**src/rtl/seq_pkg.sv**
```systemverilog
// seq_pkg: shared types and width helpers for the step sequencer.
// Holds the transport state enum, the pattern entry struct and idx_w().
package seq_pkg;

    // Widest pitch code a pattern entry can hold; PITCH_W must not exceed it.
    localparam int SEQ_PITCH_MAX = 8;

    typedef enum logic [1:0] {
        STOPPED = 2'd0,
        RUNNING = 2'd1,
        PAUSED  = 2'd2
    } seq_state_e;

    typedef struct packed {
        logic                     gate;
        logic [SEQ_PITCH_MAX-1:0] pitch;
    } step_entry_t;

    // Index width that stays >= 1 even for a single-entry dimension.
    function automatic int idx_w(input int n);
        return (n > 1) ? $clog2(n) : 1;
    endfunction

endpackage

```
**src/rtl/seq_core_if.sv**
```systemverilog
// seq_core_if: pattern edit bus from the button/encoder logic.
// Signals: valid, clear, track, step, pitch. master drives, slave (core) reads.
interface seq_core_if
    import seq_pkg::*;
#(
    parameter int NUM_TRACKS = 4,
    parameter int NUM_STEPS  = 16,
    parameter int PITCH_W    = 4
) ();

    localparam int TRK_W = idx_w(NUM_TRACKS);
    localparam int STP_W = idx_w(NUM_STEPS);

    logic               valid;
    logic               clear;
    logic [TRK_W-1:0]   track;
    logic [STP_W-1:0]   step;
    logic [PITCH_W-1:0] pitch;

    modport master (
        output valid, clear, track, step, pitch
    );

    modport slave (
        input valid, clear, track, step, pitch
    );

endinterface

```
**src/rtl/seq_tempo_timer.sv**
```systemverilog
// seq_tempo_timer: step period counter with P clamping, optional swing and
// strobe. Ports: clk, rst_n, en (count), clr (zero count), kick (force a
// strobe with clr), step_period, [swing_amt, odd, swing_on when SEQ_SWING_EN],
// wrap (comb terminal count while enabled), tick (registered strobe).
module seq_tempo_timer
    import seq_pkg::*;
#(
    parameter int PERIOD_W = 24
) (
    input  logic                clk,
    input  logic                rst_n,
    input  logic                en,
    input  logic                clr,
    input  logic                kick,
    input  logic [PERIOD_W-1:0] step_period,
`ifdef SEQ_SWING_EN
    input  logic [PERIOD_W-2:0] swing_amt,
    input  logic                odd,
    input  logic                swing_on,
`endif
    output logic                wrap,
    output logic                tick
);

    // One extra bit so P + swing cannot overflow.
    localparam int CW = PERIOD_W + 1;

    logic [CW-1:0] count;
    logic [CW-1:0] base;
    logic [CW-1:0] span;

    always_comb begin
        base = (step_period < PERIOD_W'(2)) ? CW'(2) : CW'(step_period);
        span = base;
`ifdef SEQ_SWING_EN
        if (swing_on) begin
            if (!odd) begin
                span = base + CW'(swing_amt);
            end else if (base >= CW'(swing_amt) + CW'(2)) begin
                span = base - CW'(swing_amt);
            end else begin
                span = CW'(2);
            end
        end
`endif
    end

    // >= rather than == so a period shrunk below the count ends the step now.
    assign wrap = en && (count >= span - CW'(1));

    always_ff @(posedge clk) begin
        if (!rst_n) begin
            count <= '0;
            tick  <= 1'b0;
        end else if (clr) begin
            count <= '0;
            tick  <= kick;
        end else begin
            tick <= wrap;
            if (wrap) begin
                count <= '0;
            end else if (en) begin
                count <= count + CW'(1);
            end
        end
    end

endmodule

```
**src/rtl/seq_core.sv**
```systemverilog
// seq_core: multi-track step sequencer with pattern store, transport FSM and
// step pointer. Ports: clk, rst_n (sync, active low), start/pause/stop pulses,
// step_period, pattern_last, edit (seq_core_if.slave), step_idx, step_strobe,
// gates, pitches, running. Define SEQ_SWING_EN to add the swing_amt input.
module seq_core
    import seq_pkg::*;
#(
    parameter int NUM_TRACKS = 4,
    parameter int NUM_STEPS  = 16,
    parameter int PITCH_W    = 4,
    parameter int PERIOD_W   = 24
) (
    input  logic                            clk,
    input  logic                            rst_n,
    input  logic                            start,
    input  logic                            pause,
    input  logic                            stop,
    input  logic [PERIOD_W-1:0]             step_period,
    input  logic [idx_w(NUM_STEPS)-1:0]     pattern_last,
`ifdef SEQ_SWING_EN
    input  logic [PERIOD_W-2:0]             swing_amt,
`endif
    seq_core_if.slave                       edit,
    output logic [idx_w(NUM_STEPS)-1:0]     step_idx,
    output logic                            step_strobe,
    output logic [NUM_TRACKS-1:0]           gates,
    output logic [NUM_TRACKS*PITCH_W-1:0]   pitches,
    output logic                            running
);

    localparam int TRK_W = idx_w(NUM_TRACKS);
    localparam int STP_W = idx_w(NUM_STEPS);
    localparam logic [TRK_W:0] TRK_LIM = (TRK_W+1)'(NUM_TRACKS);

    seq_state_e       state;
    step_entry_t      store [NUM_TRACKS][NUM_STEPS];
    logic             run_en;
    logic             tmr_kick;
    logic             tmr_clr;
    logic             wrap;
    logic             trk_ok;
    logic [STP_W-1:0] next_idx;

    // Stop beats start beats pause; start while running masks pause.
    assign run_en   = (state == RUNNING) && !stop && !(pause && !start);
    assign tmr_kick = (state == STOPPED) && start && !stop;
    assign tmr_clr  = stop || tmr_kick;

    assign next_idx = (step_idx >= pattern_last) ? '0
                                                 : step_idx + STP_W'(1);

    assign trk_ok = ({1'b0, edit.track} < TRK_LIM);

    seq_tempo_timer #(
        .PERIOD_W    (PERIOD_W)
    ) u_timer (
        .clk         (clk),
        .rst_n       (rst_n),
        .en          (run_en),
        .clr         (tmr_clr),
        .kick        (tmr_kick),
        .step_period (step_period),
`ifdef SEQ_SWING_EN
        .swing_amt   (swing_amt),
        .odd         (step_idx[0]),
        .swing_on    (pattern_last != '0),
`endif
        .wrap        (wrap),
        .tick        (step_strobe)
    );

    always_ff @(posedge clk) begin
        if (!rst_n) begin
            state    <= STOPPED;
            step_idx <= '0;
            running  <= 1'b0;
        end else if (stop) begin
            state    <= STOPPED;
            step_idx <= '0;
            running  <= 1'b0;
        end else begin
            unique case (state)
                STOPPED: begin
                    if (start) begin
                        state    <= RUNNING;
                        step_idx <= '0;
                        running  <= 1'b1;
                    end
                end
                RUNNING: begin
                    if (pause && !start) begin
                        state   <= PAUSED;
                        running <= 1'b0;
                    end
                    if (wrap) begin
                        step_idx <= next_idx;
                    end
                end
                PAUSED: begin
                    if (start) begin
                        state   <= RUNNING;
                        running <= 1'b1;
                    end
                end
                default: begin
                    state    <= STOPPED;
                    step_idx <= '0;
                    running  <= 1'b0;
                end
            endcase
        end
    end

    always_ff @(posedge clk) begin
        if (!rst_n) begin
            for (int t = 0; t < NUM_TRACKS; t++) begin
                for (int s = 0; s < NUM_STEPS; s++) begin
                    store[t][s] <= '0;
                end
            end
        end else if (edit.valid && trk_ok) begin
            if (edit.clear) begin
                store[edit.track][edit.step].gate <= 1'b0;
            end else begin
                store[edit.track][edit.step].gate <=
                    ~store[edit.track][edit.step].gate;
                store[edit.track][edit.step].pitch <=
                    SEQ_PITCH_MAX'(edit.pitch);
            end
        end
    end

    always_comb begin
        gates   = '0;
        pitches = '0;
        for (int t = 0; t < NUM_TRACKS; t++) begin
            gates[t] = running && store[t][step_idx].gate;
            pitches[t*PITCH_W +: PITCH_W] =
                PITCH_W'(store[t][step_idx].pitch);
        end
    end

endmodule

```
**src/flat_wrapper.sv**
```systemverilog
// flat-port wrapper written by rule: the top's interface ports become plain ports
module seq_core_flat import seq_pkg::*;
#(
    parameter int NUM_TRACKS = 4,
    parameter int NUM_STEPS  = 16,
    parameter int PITCH_W    = 4,
    parameter int PERIOD_W   = 24
)
  (clk, rst_n, start, pause, stop, step_period, pattern_last, step_idx, step_strobe, gates, pitches, running, edit_valid, edit_clear, edit_track, edit_step, edit_pitch);
  seq_core_if #(.NUM_TRACKS(NUM_TRACKS), .NUM_STEPS(NUM_STEPS), .PITCH_W(PITCH_W)) edit_i ();
  input  logic clk;
  input  logic rst_n;
  input  logic start;
  input  logic pause;
  input  logic stop;
  input  logic [PERIOD_W-1:0] step_period;
  input  logic [idx_w(NUM_STEPS)-1:0] pattern_last;
  output logic [idx_w(NUM_STEPS)-1:0] step_idx;
  output logic step_strobe;
  output logic [NUM_TRACKS-1:0] gates;
  output logic [NUM_TRACKS*PITCH_W-1:0] pitches;
  output logic running;
  input wire logic [$bits(edit_i.valid)-1:0] edit_valid;
  input wire logic [$bits(edit_i.clear)-1:0] edit_clear;
  input wire logic [$bits(edit_i.track)-1:0] edit_track;
  input wire logic [$bits(edit_i.step)-1:0] edit_step;
  input wire logic [$bits(edit_i.pitch)-1:0] edit_pitch;
  assign edit_i.valid = edit_valid;
  assign edit_i.clear = edit_clear;
  assign edit_i.track = edit_track;
  assign edit_i.step = edit_step;
  assign edit_i.pitch = edit_pitch;
  seq_core #(.NUM_TRACKS(NUM_TRACKS), .NUM_STEPS(NUM_STEPS), .PITCH_W(PITCH_W), .PERIOD_W(PERIOD_W)) u_core (.clk(clk), .rst_n(rst_n), .start(start), .pause(pause), .stop(stop), .step_period(step_period), .pattern_last(pattern_last), .edit(edit_i), .step_idx(step_idx), .step_strobe(step_strobe), .gates(gates), .pitches(pitches), .running(running));
endmodule
```
**config.mk**
```make
export PLATFORM = sky130hd
export DESIGN_NAME = seq_core_flat
export DESIGN_NICKNAME = d
export VERILOG_FILES = /design/src/rtl/seq_pkg.sv /design/src/rtl/seq_core_if.sv /design/src/rtl/seq_tempo_timer.sv /design/src/rtl/seq_core.sv /design/src/flat_wrapper.sv
export SDC_FILE = /design/constraint.sdc
export NUM_CORES = 1
export LEC_CHECK = 0
export BUFFER_PORTS_ARGS = -buffer_cell sky130_fd_sc_hd__buf_2
export CELL_PAD_IN_SITES_DETAIL_PLACEMENT = 0
export CELL_PAD_IN_SITES_GLOBAL_PLACEMENT = 1
export CORE_MARGIN = 2
export CORE_UTILIZATION = 47
export CTS_CLUSTER_SIZE = 8
export DETAILED_ROUTE_END_ITERATION = 7
export HOLD_SLACK_MARGIN = 0.05
export PLACE_DENSITY_LB_ADDON = 0.1
export SLEW_MARGIN = 10
export SYNTH_ARGS = -nofsm -noshare
export SYNTH_HDL_FRONTEND = slang
export SYNTH_SLANG_ARGS = --single-unit
```
**constraint.sdc**
```tcl
create_clock -name clk -period 6.7 [get_ports clk]
set_clock_uncertainty 0.1 [all_clocks]
set_input_delay 0.67 -clock clk [delete_from_list [all_inputs] [get_ports clk]]
set_output_delay 0.67 -clock clk [all_outputs]
set_load 0.02 [all_outputs]
```
Word level (Yosys, flattened, before mapping). Memories as Yosys holds them, arrays and structs flattened. Index checks and enable logic that the tools add are counted.

Bits in registers: 33. Memory bits (writable): 320. Output and inout bits: 26. Memories kept: 1.

Memories: u_core.store (words 4, bits a word 80, read ports 5, clocked after memory_dff 0, wr ports 4, RTL line seq_core.sv:36) `step_entry_t store [NUM_TRACKS][NUM_STEPS];`.

Add/subtract/negate cells: 3. Magnitude comparators: 6. Equality and inequality tests: 6. Multiplexer cells: 204. Bitwise gates (word level): 165. Reduce and logical (&&, ||, !) cells: 22.

Operators with widths (number): $mux W144 (3); $bmux W9 S4 (5); $mux W1 (170); $mux W80 (2); $or A1 B1 Y1 (160); $mux W9 (11); $reduce_or A80 Y1 (1); $demux W9 S4 (2); $add A25 B1 Y25 const B (1); $ge A25 B25 Y1 (1); $sub A24 B1 Y25 const B (1); $lt A24 B2 Y1 const B (1); $mux W24 (1); $mux W4 (3); $pmux W4 S3 (1); $logic_and A1 B1 Y1 (11); $ge A5 B5 Y1 const B (2); $not A4 Y5 (2); $mux W8 (1); $mux W2 (3); $ne A2 B2 Y1 const B (3); $lt A5 B1 Y1 const B (1); $add A4 B1 Y4 const B (1); $ge A4 B4 Y1 (1); other kinds (13) (18).

Depth between registers and ports, before layout.
Depth after elaboration: 10. Mapped depth: 20.

Modules after synthesis. From an unflattened synthesis, not the netlist that was laid out.

Cell total of the unflattened synthesis: 1609. Area, all modules: 19100.8 um^2.

By module, submodules not included: seq_core (instances 1, cells each 1333, area an instance 16836.1 um^2, seq. area each 9749.4 um^2); seq_tempo_timer (instances 1, cells each 276, area an instance 2264.7 um^2, seq. area each 520.5 um^2).

Worst setup path before layout. Ideal clock, no wire load.

Path kind: input -> register. Start: input step_period[6]. End: register u_core.u_timer.count[10]. Library setup time: 128 ps. Data arrival time: 5548 ps. Data required time: 6472 ps. Path slack: 925 ps. Cell stages on the path: 18. Cells stage by stage: or4_4 or4b_4 or4_4 o31ai_1 ha_1 nand2b_1 clkbuf_1 nor4_1 nand2_1 nor4_1 xnor2_1 ha_1 nand4_1 or4_1 a211o_1 nand4_1 clkbuf_1 nor2_1.

Cells in the longest elaborated chain, start to end: 6.

RTL lines: from (decl) (RTL line flat_wrapper.sv:16) `input logic [PERIOD_W-1:0] step_period;`; $lt A24 B2 Y1 (RTL line seq_tempo_timer.sv:33) `base = (step_period < PERIOD_W'(2)) ? CW'(2) : CW'(step_period);`; $mux W24 (*) (RTL line seq_tempo_timer.sv:33); $sub A24 B1 Y25 (*) (RTL line seq_tempo_timer.sv:49) `assign wrap = en && (count >= span - CW'(1));`; $ge A25 B25 Y1 (*) (RTL line seq_tempo_timer.sv:49); $logic_and A1 B1 Y1 (*) (RTL line seq_tempo_timer.sv:49); $reduce_or A3 Y1 (no line) (*); to (signal assigned) (RTL line seq_tempo_timer.sv:63) `count <= count + CW'(1);`; to (decl) (RTL line seq_tempo_timer.sv:28) `logic [CW-1:0] count;`.

Mark *: on every way between the ends. The rest lies on a longest branch, timed or not. A chain may end at the register's enable or synchronous reset.

Final worst setup path.
Start: input step_period[4]. End: register u_core.u_timer.count[17].

The elaborated chain is that of the path after synthesis.

==> out/metrics.cfg <==
[status]
run_status=complete, no violations

[min_path]
hold_path_class=input pin to register

[synth]
synthAdderAreaFrac_pct=2.16
synth_compound_gate_area_share_pct=2.97
synth_xor_area_share_pct=2.13
synthArstFlopShare_pct=0
synth_edf_count=320
ys_types=49
synth-main-ff-cell=edfxtp_1
yosysWarnings=0
synthMuxAreaShare_pct=14.7
ys_seq_elements=353
synth_nets=1582
synth_simple_gate_area_share_pct=19.1
syn_area_um2=18500
ys_seq_area_share_pct=55.5
synth_top_family_by_area=simple AND/OR/NAND/NOR gates
postSynthAreaPerCell_um2=12.3
synth_cells=1505

[global_route]
grt_pass1_wl_um=71700
track_usage_pct=22.7
grt_pass1_vias=12100
grt_max_degree=86
gr-total-overflow=0
antenna_found_initial=1

[clocking]
cts_buffer_depth=3
worstSkewPairLatency_ns=0.55
cts_setup_buffers=0
path_clk_slew_ns=0.05
cts_root_buf=clkbuf_16
cts_tree=built
cts-resized-gates=0
ctsHoldBuffers=0
clock-sinks=353
htree_num_levels=2
cts_buffers=50

[worst_setup_path]
cp_max_fo=25
cp.buffers_inverters=2
crit_path_end_kind=register
slowest_delay_ns=0.61
crit_chain=buf_2 > or4_4 > or4b_4 > or4_4 > o31ai_1 > ha_1 > nand2b_1 > nor4_1 > nand2_1 > nor4_1 > xnor2_1 > ha_1 > nand4_1 > or4_1 > a211o_1 > nand4_1 > buf_4 > nor2_1
crit_family=simple AND/OR/NAND/NOR gates
cp.arrival_ns=6.02
critPathKind=input pin to register
start_kind=input pin
critPathSlowestCell=or4_1
cp.required_ns=7.02

[floorplanning]
dieHeight_um=202
core_area_um2=38700
initial_utilization_pct=47.8
die_w_um=202
die_area_um2=41000
pin_count=71
rows=72

[routing]
drt_first_pass_iters=5
drt_iter0_drc=912
wl_met2_um=22600
drt.antenna.violating_nets=0
wire_per_inst_um=22.6
wl_met1_um=19800
dr_total_vias=12000
drcViolationCount=0
via_per_inst=5.90
drt-total-wl_um=46000
wl_met3_um=2560
maxUsedRoutingLayer=met4

[sta]
fin_crit_sh_pct=85.0
final-hold-violation-count=0
slew_viol_final=0
fin_tns_setup_ns=0
rsz0062_at_grt=no
relSlewSlack_pct=24.5
setup_violations=0
fmax_mhz=176
fin_crit_ns=5.70
worst_pin_slew_ns=1.13

[layout]
final_common_cell=edfxtp_1
fillers=3326
final_area_um2=20600
final_cell_mix=edfxtp_1, and3_1, nand2_1, nor2_1, mux4_2
multiInputGateArea_um2=7650
drive_gt1_share_pct=19.6
syn_to_final_growth_pct=11.2
fin_util_pct=53.1
seq_area_um2=10300
fin_nets=1584

[pwr]
vdd_drop_max_v=0.000178
leakage_nw=7.83
power_density_nw_per_um2=246

[place]
hpwl_um=29000
placed_area_um2=19200
place.gp.congestion=0.807
io_buffers=70

[run]
cap_violations=0

synthesized netlist by cell type, drive strengths merged (11+ instances only):
cell type | instances | share of area, %
nor2 | 128 | 2.6
mux4 | 120 | 15
xnor2 | 19 | 0.90
xor2 | 26 | 1.2
nand2 | 183 | 3.7
and3 | 259 | 8.8
inv | 11 | 0.22
buf | 14 | 0.34
nand4 | 14 | 0.47
clkbuf | 140 | 2.8
nor3 | 18 | 0.49
o21ai | 70 | 1.9
dfxtp | 33 | 3.6
edfxtp | 320 | 52
nand3 | 15 | 0.41
ha | 32 | 2.2
a21oi | 16 | 0.43
nand2b | 24 | 0.81
worst paths after layout:
| check | startpoint | to | slack [ns] | cells after the start |
|---|---|---|---|---|
| worst min register to register | u_core.u_timer.count[9] | u_core.u_timer.count[9] | 0.44 | 2 |
| worst max-delay path | step_period[4] | u_core.u_timer.count[17] | 1.00 | 18 |
| worst min-delay path | start | u_core.state[1] | 0.29 | 2 |
| worst max register to register | u_core.step_idx[0] | u_core.step_idx[3] | 3.44 | 10 |
metal layers:
layer	track usage, %	vias to the layer above
met2	37.8	355
met3	3.56	73
li1	-	5603
met1	31.0	6002
met4	6.65	0
met5	0	-
power by group:
| part | leakage, nW | switching (mW) | internal, mW |
|---|---|---|---|
| Sequential | 3.36 | 0.0340 | 2.49 |
| Combinational | 3.82 | 0.195 | 0.107 |
| Clock | 0.650 | 0.887 | 1.35 |
registers in the layout, summed over array words and instances (netlist names):
signal	count
u_core.state	2
u_core.u_timer.tick	1
u_core.store	320
u_core.running	1
u_core.u_timer.count	25
u_core.step_idx	4
logic make-up (layout without fill, tap and decap cells):
kind of cell | count (synthesis) | after routing
xor gates and xnor gates | 45 | 45
DFF | 353 | 353
AOI/OAI and AO/OA | 101 | 101
buffers and inverters | 166 | 180
muxes | 122 | 122
adders and majority gates | 32 | 32
and+or+nand+nor | 686 | 686
other | 0 | 1
metrics by stage:
stage	setup WS, ns	cells	total power, mW	hold slack (ns)
after floorplan	0.925	1505	2.75	0.385
after global placement	0.485	1973	2.87	0.433
after detailed placement	0.456	1973	2.87	0.437
after CTS	1.01	2037	5.11	0.260
after global routing	0.603	2037	5.23	0.282
final	1.00	2038	5.07	0.292
area by class of cell:
cell class / count / area share (%)
Clock inverter: 2 / 0.0852
Clock buffer: 62 / 6.41
Sequential cell: 353 / 50.0
Inverter: 12 / 0.219
Antenna cell: 1 / 0.0122
Multi-Input combinational cell: 986 / 37.2
Tap cell: 518 / 3.15
Timing Repair Buffer: 104 / 2.96
No activity file was read; power rests on OpenSTA's default activity.
